### src/rtl/wb_regfile.sv
// Write-back stage: selects the write-back value, commits it to the register file,
// serves two ID read ports with write-through bypass and counts retired instructions.
module wb_regfile #(
  parameter int DW    = 32,
  parameter int NREG  = 32,
  parameter int AW    = 5,
  parameter int CNT_W = 32
) (
  input  logic             clk,
  input  logic             rst_n,
  input  logic             WB_VALID,
  input  logic [DW-1:0]    WB_ALU_RES,
  input  logic [DW-1:0]    WB_DM_Q,
  input  logic [DW-1:0]    WB_PC_PLUS4,
  input  logic [1:0]       WB_RF_D_SEL,
  input  logic             WB_RF_WE,
  input  logic [AW-1:0]    WB_RF_WA,
  input  logic [AW-1:0]    ID_RS1_ADDR,
  input  logic [AW-1:0]    ID_RS2_ADDR,
  output logic [DW-1:0]    ID_RS1_DATA,
  output logic [DW-1:0]    ID_RS2_DATA,
  output logic [DW-1:0]    WB_WDATA,
  output logic [CNT_W-1:0] WB_RETIRE_CNT
);

  logic [DW-1:0]    rf_q [NREG];
  logic [CNT_W-1:0] cnt_q;
  logic [CNT_W-1:0] cnt_d;
  logic             commit;
  logic             bypass_en;

  always_comb begin
    case (WB_RF_D_SEL)
      2'b01:   WB_WDATA = WB_DM_Q;
      2'b10:   WB_WDATA = WB_PC_PLUS4;
      default: WB_WDATA = WB_ALU_RES;
    endcase
  end

  // x0 is never written, so its storage stays at the reset value of zero.
  assign commit    = WB_VALID & WB_RF_WE & (WB_RF_WA != '0);
  assign bypass_en = commit & rst_n;

  function automatic logic [DW-1:0] read_port(input logic [AW-1:0] addr);
    logic [DW-1:0] data;
    data = '0;
    if (addr != '0) begin
      if (bypass_en && (addr == WB_RF_WA)) begin
        data = WB_WDATA;
      end else begin
        data = rf_q[addr];
      end
    end
    return data;
  endfunction

  always_comb begin
    ID_RS1_DATA = read_port(ID_RS1_ADDR);
    ID_RS2_DATA = read_port(ID_RS2_ADDR);
  end

  always_ff @(posedge clk or negedge rst_n) begin
    if (!rst_n) begin
      for (int i = 0; i < NREG; i++) begin
        rf_q[i] <= '0;
      end
    end else if (commit) begin
      rf_q[WB_RF_WA] <= WB_WDATA;
    end
  end

  // Bubbles do not retire; every real instruction does, written or not.
  assign cnt_d = WB_VALID ? (cnt_q + CNT_W'(1)) : cnt_q;

  always_ff @(posedge clk or negedge rst_n) begin
    if (!rst_n) begin
      cnt_q <= '0;
    end else begin
      cnt_q <= cnt_d;
    end
  end

  assign WB_RETIRE_CNT = cnt_q;

endmodule

### config.mk
export PLATFORM = sky130hd
export DESIGN_NAME = wb_regfile
export DESIGN_NICKNAME = d
export VERILOG_FILES = /design/src/rtl/wb_regfile.sv
export SDC_FILE = /design/constraint.sdc
export NUM_CORES = 2
export LEC_CHECK = 0
export CAP_MARGIN = 40
export CORE_MARGIN = 2
export CORE_UTILIZATION = 40
export DETAILED_ROUTE_END_ITERATION = 16
export PLACE_DENSITY = 0.66
export RECOVER_POWER = 50
export SETUP_SLACK_MARGIN = 0.1
export SYNTH_ARGS = -nofsm -noshare
export SYNTH_HDL_FRONTEND = slang
export SYNTH_SLANG_ARGS = --single-unit
### constraint.sdc
create_clock -name clk -period 7.8 [get_ports clk]
set_clock_uncertainty 0.1 [all_clocks]
set_input_delay 2.34 -clock clk [delete_from_list [all_inputs] [get_ports clk]]
set_output_delay 2.34 -clock clk [all_outputs]
set_load 0.01 [all_outputs]
Yosys cells after proc, flatten, opt, wreduce, memory -nomap -nowiden
Index checks and enable logic that the tools add are counted.

word-level totals
  bits in registers = 1,056
  logic and storage cells = 68
  input port bits = 117

cells by class
  equality and inequality tests = 4
  magnitude comparators = 4
  bitwise logic cells = 6
  add/subtract/negate cells = 1
  multiplexer cells = 14
  reductions and logical operators = 6

operator list
  kind                   count
  $bwmux 1024            1
  $bmux 32 s5            2
  $mux 32                9
  $demux 32 s5           1
  $pmux 32 s2            1
  $add 32x1->32 const B  1
  $ge 6x6->1 const B     3
  $not 5->6              3
  $reduce_bool 5->1      3
  $eq 5x5->1             2
  $lt 6x1->1 const B     1
  $and 1x1->1            3
  $logic_and 1x1->1      3
  $eq 2x1->1 const B     1
  $eq 2x2->1 const B     1

Logic depth before layout (Yosys ltp)
  word-level depth = 6
  mapped depth = 9
  gate-level depth less buffers = 7

Least setup slack after synthesis
No wires, ideal clock.

  path kind = in2out
  start = input port ID_RS1_ADDR[0]
  end = output port ID_RS1_DATA[10]
  stages = 7
  setup slack = 1.347 ns
  arrival = 4.013 ns
  buffers on the path = 3
  cell sequence = buf_2 > buf_4 > buf_2 > mux4_2 > a221o_1 > nor3_1 > a211oi_1

between the ends
  word-level cells in the longest chain between the ends = 6
  elaborated cells on any way between the ends = 9

RTL lines
  item                                         RTL line  text
  start, declared                              18        input logic [AW-1:0] ID_RS1_ADDR,
  $not 5->6 (implied by the code)              51        data = rf_q[addr];
  $bmux 32 s5                                  51
  $mux 32 (implied by the code) (2 in series)  51
  $mux 32                                      48        if (bypass_en && (addr == WB_RF_WA)) begin
  $mux 32 (*)                                  47        if (addr != '0) begin
  end, declared                                20        output logic [DW-1:0] ID_RS1_DATA,

Every way passes the cells marked *; elsewhere a longest branch is shown, timed or not. The select of a mux whose other input is x is not followed.

Worst setup path after layout
  start = input port WB_RF_WA[1]
  end = output port ID_RS1_DATA[20]

between the ends
  word-level cells in the longest chain between the ends = 6
  elaborated cells on any way between the ends = 7

RTL lines
  item                   RTL line  text
  start, declared        17        input logic [AW-1:0] WB_RF_WA,
  $reduce_bool 5->1      41        assign commit = WB_VALID & WB_RF_WE & (WB_RF_WA != '0);
  $and 1x1->1            41
  $and 1x1->1            42        assign bypass_en = commit & rst_n;
  $logic_and 1x1->1 (*)  48
  $mux 32 (*)            48
  $mux 32 (*)            47

Every way passes the cells marked *; elsewhere a longest branch is shown, timed or not.

==> impl_metrics.yaml <==
outcome:
  status: "finished, violations left"
  violations: "capacitance limit, slew limit"
critical_path:
  required_ns: 5.36
  rr_endpoint: "WB_RETIRE_CNT[31]"
  r2r_cells: 5
  crit_arrival_ns: 5.29
  cp-startpoint: "WB_RF_WA[1]"
  r2r_slack_ns: 5.47
  cp_max_fo: 26
  cp-end-kind: "output pin"
  endpoint: "ID_RS1_DATA[20]"
  startpoint_type: "input port"
  reg2reg_from: "WB_RETIRE_CNT[2]"
  critPathKind: "in2out"
die:
  io_pins: 245
  die_x_um: 377
  num_rows: 136
  initial_core_util_pct: 40.4
  core_area_mm2: 0.138
  die_h_um: 377
  dieArea_mm2: 0.142
placed_design:
  gp_congestion: 0.875
  hpwl_um: 124000
  placed_cell_area_mm2: 0.0616
  numPortBuffers: 244
  post-place-cells: 6915
yosys:
  synth_area_per_cell_um2: 10.8
  ys.flop_type: "dfrtp_1"
  synthTopCellsByArea: "dfrtp_1 48%, mux4_2 15%, o21ai_0 8.9%"
  synth_nets: 5248
  synth_top_area_share_pct: 47.5
  yosysWarningCount: 0
  synth_seq_cells: 1056
  synth_cells: 5128
  synth-edff-count: 0
  yosysTopAreaCell: "dfrtp_1"
  synth-seq-area-share_pct: 47.5
  syn_area_mm2: 0.0556
  synth_cell_types: 54
  synthArstFlopShare_pct: 100
timing:
  setup-violations-final: 0
  tns_ns: 0
  rsz0062_at_grt: "false"
  hold_viol: 0
  fmax_mhz: 129
  hold-worst-slack_ns: 0.297
  slew_viol_final: 596
  fin_crit_sh_pct: 99.1
  worst-slew-pin-transition_ns: 3.51
  slew_headroom_pct: -134
  finalCriticalPeriod_ns: 7.73
clock_tree:
  cts_buffers: 109
  cts_root_buffer: "clkbuf_16"
  h-tree-depth: 3
  cts_tree: "yes"
  cts-hold-fix-buffers: 0
  clk_latency_ns: 0.72
  clk_transition_reported_paths_ns: 0.06
  cts.sinks: 1056
  clockBufferDepth: 3
layout:
  instances_no_fill: 7130
  mostFrequentLayoutCells: "1056 x dfrtp_1, 1026 x nand2_1, 990 x o21ai_0, 380 x mux4_2, 219 x buf_4"
  final_common_cell: "dfrtp_1"
  drive_above_1_share_pct: 22.5
  areaGrowthSynthToFinish_pct: 17.6
  layout.nets: 5358
  fin_area_mm2: 0.0654
routing:
  ant_nets: 0
  drt_iter0_markers: 5231
  routed_wl_um: 195000
  drc: 0
  dr_total_vias: 44000
  viasPerCell: 6.17
  avgRoutedWirePerCell_um: 27.3
  drt_first_pass_iters: 6
job:
  max_cap_viol_count: 14
global_routing:
  grt_use_total_pct: 27.3
  grt_pass1_vias: 43500
  antenna_found_initial: 6
  grt_pass1_wl_um: 289000
  grt_start_max_net_pins: 181
  overflow: 0
power:
  p_int_uw: 10800
  switching_share_pct: 28.4
  comb_power_share_pct: 18.0
  p_seq_share_pct: 43.5
  p_leak_uw: 0.0279
  max-vdd-ir-drop_uv: 204
  power_per_cell_area_mw_per_mm2: 230
  power_frac_clock_pct: 38.5
  switching_power_uw: 4280
hold_path:
  worstHoldPathType: "reg2reg"
[flip-flops by register name, summed over array words and instances (netlist names)]
register	flops
WB_RETIRE_CNT	32
rf_q	1024
[power by group through the flow]
stage	Combinational, uW	Clock (uW)	Sequential [uW]
2_1_floorplan	1650	0	6480
3_3_place_gp	2640	0	6580
3_5_place_dp	2700	0	6620
4_1_cts	2710	5850	6530
5_1_grt	2950	6080	6620
6_report	2710	5800	6550
[worst max-delay path, cell delays in order]
cell             delay, ns
dlygate4sd2_1         0.37
or4_4                 0.60
o2111ai_4             0.28
nor4_4                0.05
buf_4                 0.17
buf_12                0.16
nor3_1                0.64
a211oi_1              0.11
clkdlybuf4s50_1       0.54
[cell usage after synthesis (8+ instances only)]
cell,number
buf_1,27
nor2b_1,34
a221o_1,31
nand3_1,25
a2111oi_4,20
xnor2_1,33
inv_1,36
a21oi_1,33
a211oi_2,19
xor2_1,8
o22ai_1,160
a211oi_1,97
nor2_1,51
nor3_1,72
a22o_1,31
nand4_1,9
dfrtp_1,1056
clkbuf_1,394
mux4_2,380
buf_4,29
a22oi_1,33
o21ai_0,990
mux2i_1,157
buf_2,89
mux2_2,206
nand2_1,1033
buf_6,18
[logic make-up after synthesis]
family | after synthesis | synth area share (%)
adder cells (fa/ha/maj) | 3 | 0.0675
buffers and inverters | 593 | 4.64
AND/OR/NAND/NOR | 1255 | 9.12
XOR/XNOR | 41 | 0.646
flip-flops | 1056 | 47.5
AO/OA/AOI/OAI | 1436 | 15.6
multiplexers | 744 | 22.4
[worst min-delay path by stage]
stage               startpoint  slack (ns)    endpoint  cells past startpoint
floorplan           rf_q[1003]        0.34  rf_q[1003]                      1
global placement    rf_q[1022]        0.28  rf_q[1022]                      0
detailed placement  rf_q[1005]        0.28  rf_q[1005]                      0
CTS                 rf_q[1022]        0.30  rf_q[1022]                      0
global route        rf_q[1021]        0.31  rf_q[1021]                      0
finish              rf_q[1003]        0.30  rf_q[1003]                      0
[routing by layer]
metal  track usage (%)  share of wire, %  up-vias
met4              13.1               5.2        0
met2              40.6                44     2386
met5                 0                 0        -
met3              7.82                11      551
met1              36.8                40    22200
li1                  -                 -    18800
[layout make-up]
type / instances / area [um^2]
Clock buffer: 148 / 3130
Tap cell: 1794 / 2240
Multi-Input combinational cell: 3479 / 27000
Inverter: 36 / 135
Fill cell: 12300 / 72400
Clock inverter: 59 / 861
Sequential cell: 1056 / 26400
Antenna cell: 2 / 5.00
Timing Repair Buffer: 556 / 5660
[through the flow]
stage | total power (uW) | setup WS, ns | util (%)
5_1_grt | 15600 | 0.0950 | 47.5
3_3_place_gp | 9220 | -0.538 | 44.5
4_1_cts | 15100 | 0.144 | 47.6
2_1_floorplan | 8140 | 1.35 | -
6_report | 15100 | 0.0724 | 47.5
3_5_place_dp | 9320 | -0.505 | 44.7
[repair_timing]
action | 4_1_cts | 5_1_grt
endpoints found under the setup margin | 48 | 8
resized for setup | 23 | 6
pin swaps | 5 | 0
setup buffers | 5 | 0
No activity file was read; power rests on OpenSTA's default activity.
